===== src/rtl/pipe_stall_ctrl.sv =====
// Hazard/flow controller for the five-stage pipeline: per-register stall codes,
// squashed-fetch tracking after a redirect, and stall/redirect counters.
module pipe_stall_ctrl #(
  parameter int CNT_W = 32
) (
  input  logic             clk,
  input  logic             rst,
  input  logic             if_req,
  input  logic             if_ready,
  input  logic             me_mem_req,
  input  logic             me_mem_ready,
  input  logic             me_redirect,
  input  logic             load_use,
  output logic [1:0]       pc_stall,
  output logic [1:0]       if_id_stall,
  output logic [1:0]       id_ex_stall,
  output logic [1:0]       ex_me_stall,
  output logic [1:0]       me_wb_stall,
  output logic             if_ack,
  output logic             drop_pending,
  output logic [CNT_W-1:0] stall_cnt,
  output logic [CNT_W-1:0] redirect_cnt
);

  localparam logic [1:0] STALL_NEXT = 2'b00;
  localparam logic [1:0] STALL_KEEP = 2'b01;
  localparam logic [1:0] STALL_ZERO = 2'b10;

  typedef enum logic {RUN, DROP} state_t;

  state_t state, state_nxt;
  logic   mem_busy;
  logic   fetch_ok;
  logic   redirect_acc;

  assign mem_busy     = me_mem_req & ~me_mem_ready;
  assign fetch_ok     = if_ready & (state == RUN);
  assign drop_pending = (state == DROP);

  always_comb begin
    pc_stall     = STALL_NEXT;
    if_id_stall  = STALL_NEXT;
    id_ex_stall  = STALL_NEXT;
    ex_me_stall  = STALL_NEXT;
    me_wb_stall  = STALL_NEXT;
    if_ack       = 1'b1;
    redirect_acc = 1'b0;
    if (rst) begin
      pc_stall    = STALL_KEEP;
      if_id_stall = STALL_ZERO;
      id_ex_stall = STALL_ZERO;
      ex_me_stall = STALL_ZERO;
      me_wb_stall = STALL_ZERO;
      if_ack      = 1'b0;
    end else if (mem_busy) begin
      pc_stall    = STALL_KEEP;
      if_id_stall = STALL_KEEP;
      id_ex_stall = STALL_KEEP;
      ex_me_stall = STALL_KEEP;
      me_wb_stall = STALL_ZERO;
      // a squashed response can still be discarded while memory stalls
      if_ack      = (state == DROP) & if_ready;
    end else if (me_redirect) begin
      if_id_stall  = STALL_ZERO;
      id_ex_stall  = STALL_ZERO;
      ex_me_stall  = STALL_ZERO;
      if_ack       = if_ready;
      redirect_acc = 1'b1;
    end else if (state == DROP) begin
      pc_stall    = STALL_KEEP;
      if_id_stall = STALL_ZERO;
      if_ack      = if_ready;
    end else if (load_use) begin
      pc_stall    = STALL_KEEP;
      if_id_stall = STALL_KEEP;
      id_ex_stall = STALL_ZERO;
      if_ack      = 1'b0;
    end else if (!fetch_ok) begin
      pc_stall    = STALL_KEEP;
      if_id_stall = STALL_ZERO;
      if_ack      = 1'b0;
    end
  end

  always_comb begin
    state_nxt = state;
    if (state == DROP) begin
      if (if_ready) state_nxt = RUN;
    end else if (redirect_acc && if_req && !if_ready) begin
      state_nxt = DROP;
    end
  end

  always_ff @(posedge clk) begin
    if (rst) begin
      state        <= RUN;
      stall_cnt    <= '0;
      redirect_cnt <= '0;
    end else begin
      state <= state_nxt;
      if (pc_stall != STALL_NEXT) stall_cnt <= stall_cnt + 1'b1;
      if (redirect_acc) redirect_cnt <= redirect_cnt + 1'b1;
    end
  end

endmodule

===== config.mk =====
export PLATFORM = sky130hd
export DESIGN_NAME = pipe_stall_ctrl
export DESIGN_NICKNAME = d
export VERILOG_FILES = /design/src/rtl/pipe_stall_ctrl.sv
export SDC_FILE = /design/constraint.sdc
export NUM_CORES = 1
export LEC_CHECK = 0
export ABC_AREA = 1
export BUFFER_PORTS_ARGS = -buffer_cell sky130_fd_sc_hd__buf_2
export CORE_MARGIN = 4
export CORE_UTILIZATION = 50
export DETAILED_ROUTE_END_ITERATION = 10
export GPL_TIMING_DRIVEN = 0
export PLACE_DENSITY = 0.78
export SLEW_MARGIN = 20
export SYNTH_ARGS = -nofsm -noshare
export SYNTH_HDL_FRONTEND = slang
export SYNTH_SLANG_ARGS = --single-unit

===== constraint.sdc =====
create_clock -name clk -period 3.3 [get_ports clk]
set_input_delay 0.33 -clock clk [delete_from_list [all_inputs] [get_ports clk]]
set_output_delay 0.33 -clock clk [all_outputs]
set_load 0.02 [all_outputs]

# Word-level counts from Yosys, hierarchy flattened
# Cells that the tools add are included.
[totals] output_inout_bits=76 in_bits=8 reg_bits=65 wordCells=48
[classes] n_mux=34 reduce_logical=4 add_sub_neg=2 bitwise_logic=5
[op_table] cell="adder 32 x 1 -> 32 bit, second input constant" count=2
[op_table] cell="2-to-1 mux 2 bit" count=17
[op_table] cell="2-to-1 mux 1 bit" count=17
[op_table] cell="bitwise AND 1 bit" count=3
[op_table] cell="logical AND 1 bit" count=2
[op_table] cell="NOT 1 bit" count=2
[op_table] cell="nonzero test 2 bit" count=1
[op_table] cell="zero test 1 bit" count=1

# Longest topological paths before layout
[logic_depth] word_depth=9 depth_mapped=11 ltp_nobuf=10

# Worst setup path before layout
# OpenSTA, ideal clock, no wires.
[synth_timing] path_type="in2out" from="input port rst" to="output port if_id_stall[1]" path_slack_ns=1.571 path_buffers=1 required_ns=2.970 cell_stages=5 arrival_ns=1.399 cell_sequence="inv_2 > buf_2 > nand2_1 > a21oi_1 > a41oi_1"
[synth_via] elab_chain_len=1
[synth_lines] item="from (decl)" line="7" rtl="input logic rst,"
[synth_lines] item="2-to-1 mux 2 bit" line="48" rtl="if (rst) begin"
[synth_lines] item="to (decl)" line="15" rtl="output logic [1:0] if_id_stall,"
# Every way passes these cells.

# Worst setup path after layout
[layout_timing] from="register state, in the netlist drop_pending" to="output port pc_stall[0]"
[layout_via] elab_chain_len=8
[layout_lines] item="from (decl)" line="31" rtl="state_t state, state_nxt;"
[layout_lines] item="from (signal assigned)" line="100" rtl="state <= state_nxt;"
[layout_lines] item="NOT 1 bit" line="37" rtl="assign fetch_ok = if_ready & (state == RUN);"
[layout_lines] item="bitwise AND 1 bit" line="37"
[layout_lines] item="2-to-1 mux 1 bit" line="78" rtl="end else if (!fetch_ok) begin"
[layout_lines] item="2-to-1 mux 1 bit" line="73" rtl="end else if (load_use) begin"
[layout_lines] item="2-to-1 mux 1 bit *" line="69" rtl="end else if (state == DROP) begin"
[layout_lines] item="2-to-1 mux 1 bit *" line="63" rtl="end else if (me_redirect) begin"
[layout_lines] item="2-to-1 mux 1 bit *" line="55" rtl="end else if (mem_busy) begin"
[layout_lines] item="2-to-1 mux 2 bit *" line="48"
[layout_lines] item="to (decl)" line="14" rtl="output logic [1:0] pc_stall,"
# Mark *: on every way between the ends. The rest lies on a longest branch, timed or not.

==> results.md <==
| Quantity | Reported | Unit |
|---|---|---|
| Outcome | completed | - |
| Via count of the first global-routing pass | 3743 | - |
| Per-instance average area after synthesis | 6.271 | um2 |
| Layout fillers | 724 | - |
| Peak supply drop | 0.0002321 | V |
| Smallest setup slack after layout | 1310 | ps |
| Maximum fanout encountered on the critical timing path | 10 | - |
| Final cycle utilization of the critical path | 60.32 | % |
| Area contributors post-synth | dfxtp_1 34%, nand2_1 15%, nor2_1 11% | - |
| Number of remaining DRC errors | 0 | - |
| Most common library cell in the layout ignoring fill and taps | nand2_1 | - |
| Most frequent cells in the layout | 146 x nand2_1, 109 x nor2_1, 89 x inv_1, 83 x buf_2, 65 x dfxtp_1 | - |
| Final wirelength | 10320 | um |
| Pin count of the biggest net entering global routing | 12 | - |
| Startpoint types | register | - |
| Final-report setup violation count | 0 | - |
| Setup crit end kind | output port | - |
| Slew at the pin with the worst max-slew slack | 657.9 | ps |
| Post-placement worst setup slack | 1384 | ps |
| Power per cell area | 385.6 | mW/mm2 |
| Headroom to the max-slew limit | 56.14 | % |
| Post-synthesis simple-gate area fraction | 42.39 | % |
| Detail Route Antenna Nets | 0 | - |
| DRT iter0 DRCs | 166 | - |
| First-pass GRT wire length | 17330 | um |
| Antenna cells | 0 | - |
| Port Buffer Count | 81 | - |
| Clock sinks | 65 | - |
| Maximum clock insertion buffer count | 2 | - |
| Max Clock Freq | 0.5024 | GHz |
| Hold Buf Count CTS | 0 | - |
| Setup repair after global routing missed its margin | false | - |
| Count of flip-flops with a built-in enable after synthesis | 0 | - |
| Via density per instance | 5.101 | - |
| Combinational family with the most area after synthesis | simple AND/OR/NAND/NOR gates | - |
| Pleak | 2.096 | nW |
| Summed instance area of the synthesized netlist | 0.003775 | mm2 |
| Net count reported at finish | 705 | - |
| Share of cells above drive strength 1 | 19.29 | % |
| Number of buffers created by CTS | 9 | - |
| Cell accounting for the most synthesized area | dfxtp_1 | - |
| Clock tree root buffer cell | clkbuf_8 | - |
| Number of warning messages in the yosys log | 0 | - |
| Initial antenna violation count | 0 | - |
| Portion of synthesized cell area occupied by the leading cell type | 34.47 | % |
| Predominant post-synthesis flop cell | dfxtp_1 | - |
| Post-detail-place hpwl | 7791 | um |
| Async SR Flop Fraction | 0 | % |
| Die extent in x | 94.89 | um |
| Unique cell type count in the Yosys netlist | 36 | - |
| Weighted congestion reported at the end of routability-driven placement | 0.9370 | - |
| Crit path DAT | 1660 | ps |
| Fraction of the mapped netlist area in adder cells | 0.6629 | % |
| Post-CTS Setup Bufs | 0 | - |
| DR pass1 iterations | 5 | - |
| # Max-Cap Violations | 0 | - |
| Max Slew Vio Count | 0 | - |
| Level count of the clock H-tree | 3 | - |
| Number of cell rows | 31 | - |
| Setup clock skew after layout | 12.50 | ps |
| Worst min-delay path class | in2reg | - |
| FF+latch count, synth | 65 | - |
| Kind of critical path | reg2out | - |
| Final design instance area without fill | 0.004552 | mm2 |
| Total number of vias | 4076 | - |
| Compound-gate portion of the synthesized area | 9.546 | % |
| Cells after synthesis | 602 | - |
| Synthesis-to-finish area growth | 20.58 | % |
| Post_cts resized | 0 | - |
| Multiplexer share of the synthesized area | 0 | % |
| Clock insertion delay at the later pin of the skew report | 350 | ps |
| Dpl cell area | 0.004308 | mm2 |
| Die height | 94.89 | um |
| Required time worst endpoint | 2970 | ps |
| Initial Utilization | 51.77 | % |
| Clock tree from TritonCTS | done | - |
| Clock-pin slew of the registers on the worst-case setup and hold paths | 70 | ps |
| Num ports | 84 | - |
| Final setup TNS | 0 | ps |
| Final critical path time including I/O delays and setup | 1990 | ps |
| PnR Total Power | 0.001755 | W |
| Die Outline Area | 0.009004 | mm2 |
| Post-synthesis share of cell area spent on xor and xnor gates | 1.624 | % |
| GRT Residual Overflow | 0 | - |
| Part of the Yosys area used for sequential elements | 34.47 | % |
| Count of final hold-check violations | 0 | - |
| Core area | 0.007292 | mm2 |
| Global-route usage over all layers | 24.23 | % |
| Routed length per placed instance | 12.91 | um |
| Share of the core filled with cells in the final layout | 62.42 | % |
[registers in the layout, indices dropped and copies added, names as in the netlist]
| name | cells |
|---|---|
| stall_cnt | 32 |
| drop_pending | 1 |
| redirect_cnt | 32 |
[kinds of logic after synthesis]
family | after synthesis
AOI/OAI and AO/OA | 66
xor gates and xnor gates | 7
buffers and inverters | 105
adders and majority gates | 2
other | 1
DFF | 65
and+or+nand+nor | 356
[synthesized netlist by cell type (3+ instances only)]
| library cell | instances |
|---|---|
| o21ai_0 | 24 |
| dfxtp_1 | 65 |
| buf_4 | 3 |
| o21bai_1 | 4 |
| inv_1 | 89 |
| nor2_4 | 5 |
| clkbuf_1 | 4 |
| nor2_2 | 11 |
| nand3_1 | 40 |
| nor3_1 | 9 |
| nor2_1 | 109 |
| a21oi_1 | 31 |
| nand2_1 | 146 |
| inv_2 | 3 |
| nand3b_1 | 5 |
| xor2_1 | 6 |
| nand2_2 | 5 |
| nand4_1 | 18 |
[final timing paths]
kind,from,to,slack [ps],cells after the start
worst min register to register,stall_cnt[0]$_SDFFE_PP0P_,stall_cnt[0]$_SDFFE_PP0P_,500,1
worst min-delay path,if_ready,drop_pending$_SDFF_PP0_,200,2
worst max-delay path,drop_pending$_SDFF_PP0_,pc_stall[0],1310,6
worst max register to register,stall_cnt[0]$_SDFFE_PP0P_,stall_cnt[12]$_SDFFE_PP0P_,1610,8
[stage by stage]
step | cells | hold slack, ps
floorplan | 603 | 402.8
global placement | 783 | 469.0
detailed placement | 783 | 488.9
CTS | 799 | 190.8
global route | 799 | 217.5
finish | 799 | 195.5
[routing by layer]
metal,wire [um],GRT usage (%),vias to the layer above,part of all wire (%)
met3,690,5.020,21,6.7
met1,4537,29.04,1840,44
met5,0,0,-,0
met4,203,9.375,0,2.0
met2,4887,42.22,137,47
li1,-,-,2078,-
[critical path, cell delays in order (launching register included)]
cell and delay (ps):
dfxtp_1 330, inv_1 90, nand3_1 130, nand2_1 80, nand2_2 200, buf_2 280, buf_2 200
[power breakdown]
| group | switching (W) | internal, W | total [W] |
|---|---|---|---|
| Clock | 0.000320 | 0.000522 | 0.000842 |
| Combinational | 0.0000802 | 0.0000364 | 0.000117 |
| Sequential | 0.00000658 | 0.000790 | 0.000797 |
[layout make-up]
| type | instances | area, um2 | share of cell area, % |
|---|---|---|---|
| plain buffers | 13 | 77.57 | 1.704 |
| clock buffers | 11 | 141.4 | 3.106 |
| clock inverters | 5 | 102.6 | 2.254 |
| inverters | 92 | 345.3 | 7.587 |
| multi-input cells | 433 | 2054 | 45.13 |
| flip-flops and latches | 65 | 1301 | 28.59 |
| well taps | 99 | 123.9 | 2.721 |
| repair buffers | 81 | 405.4 | 8.906 |
Power figures use the tool's default switching activity.
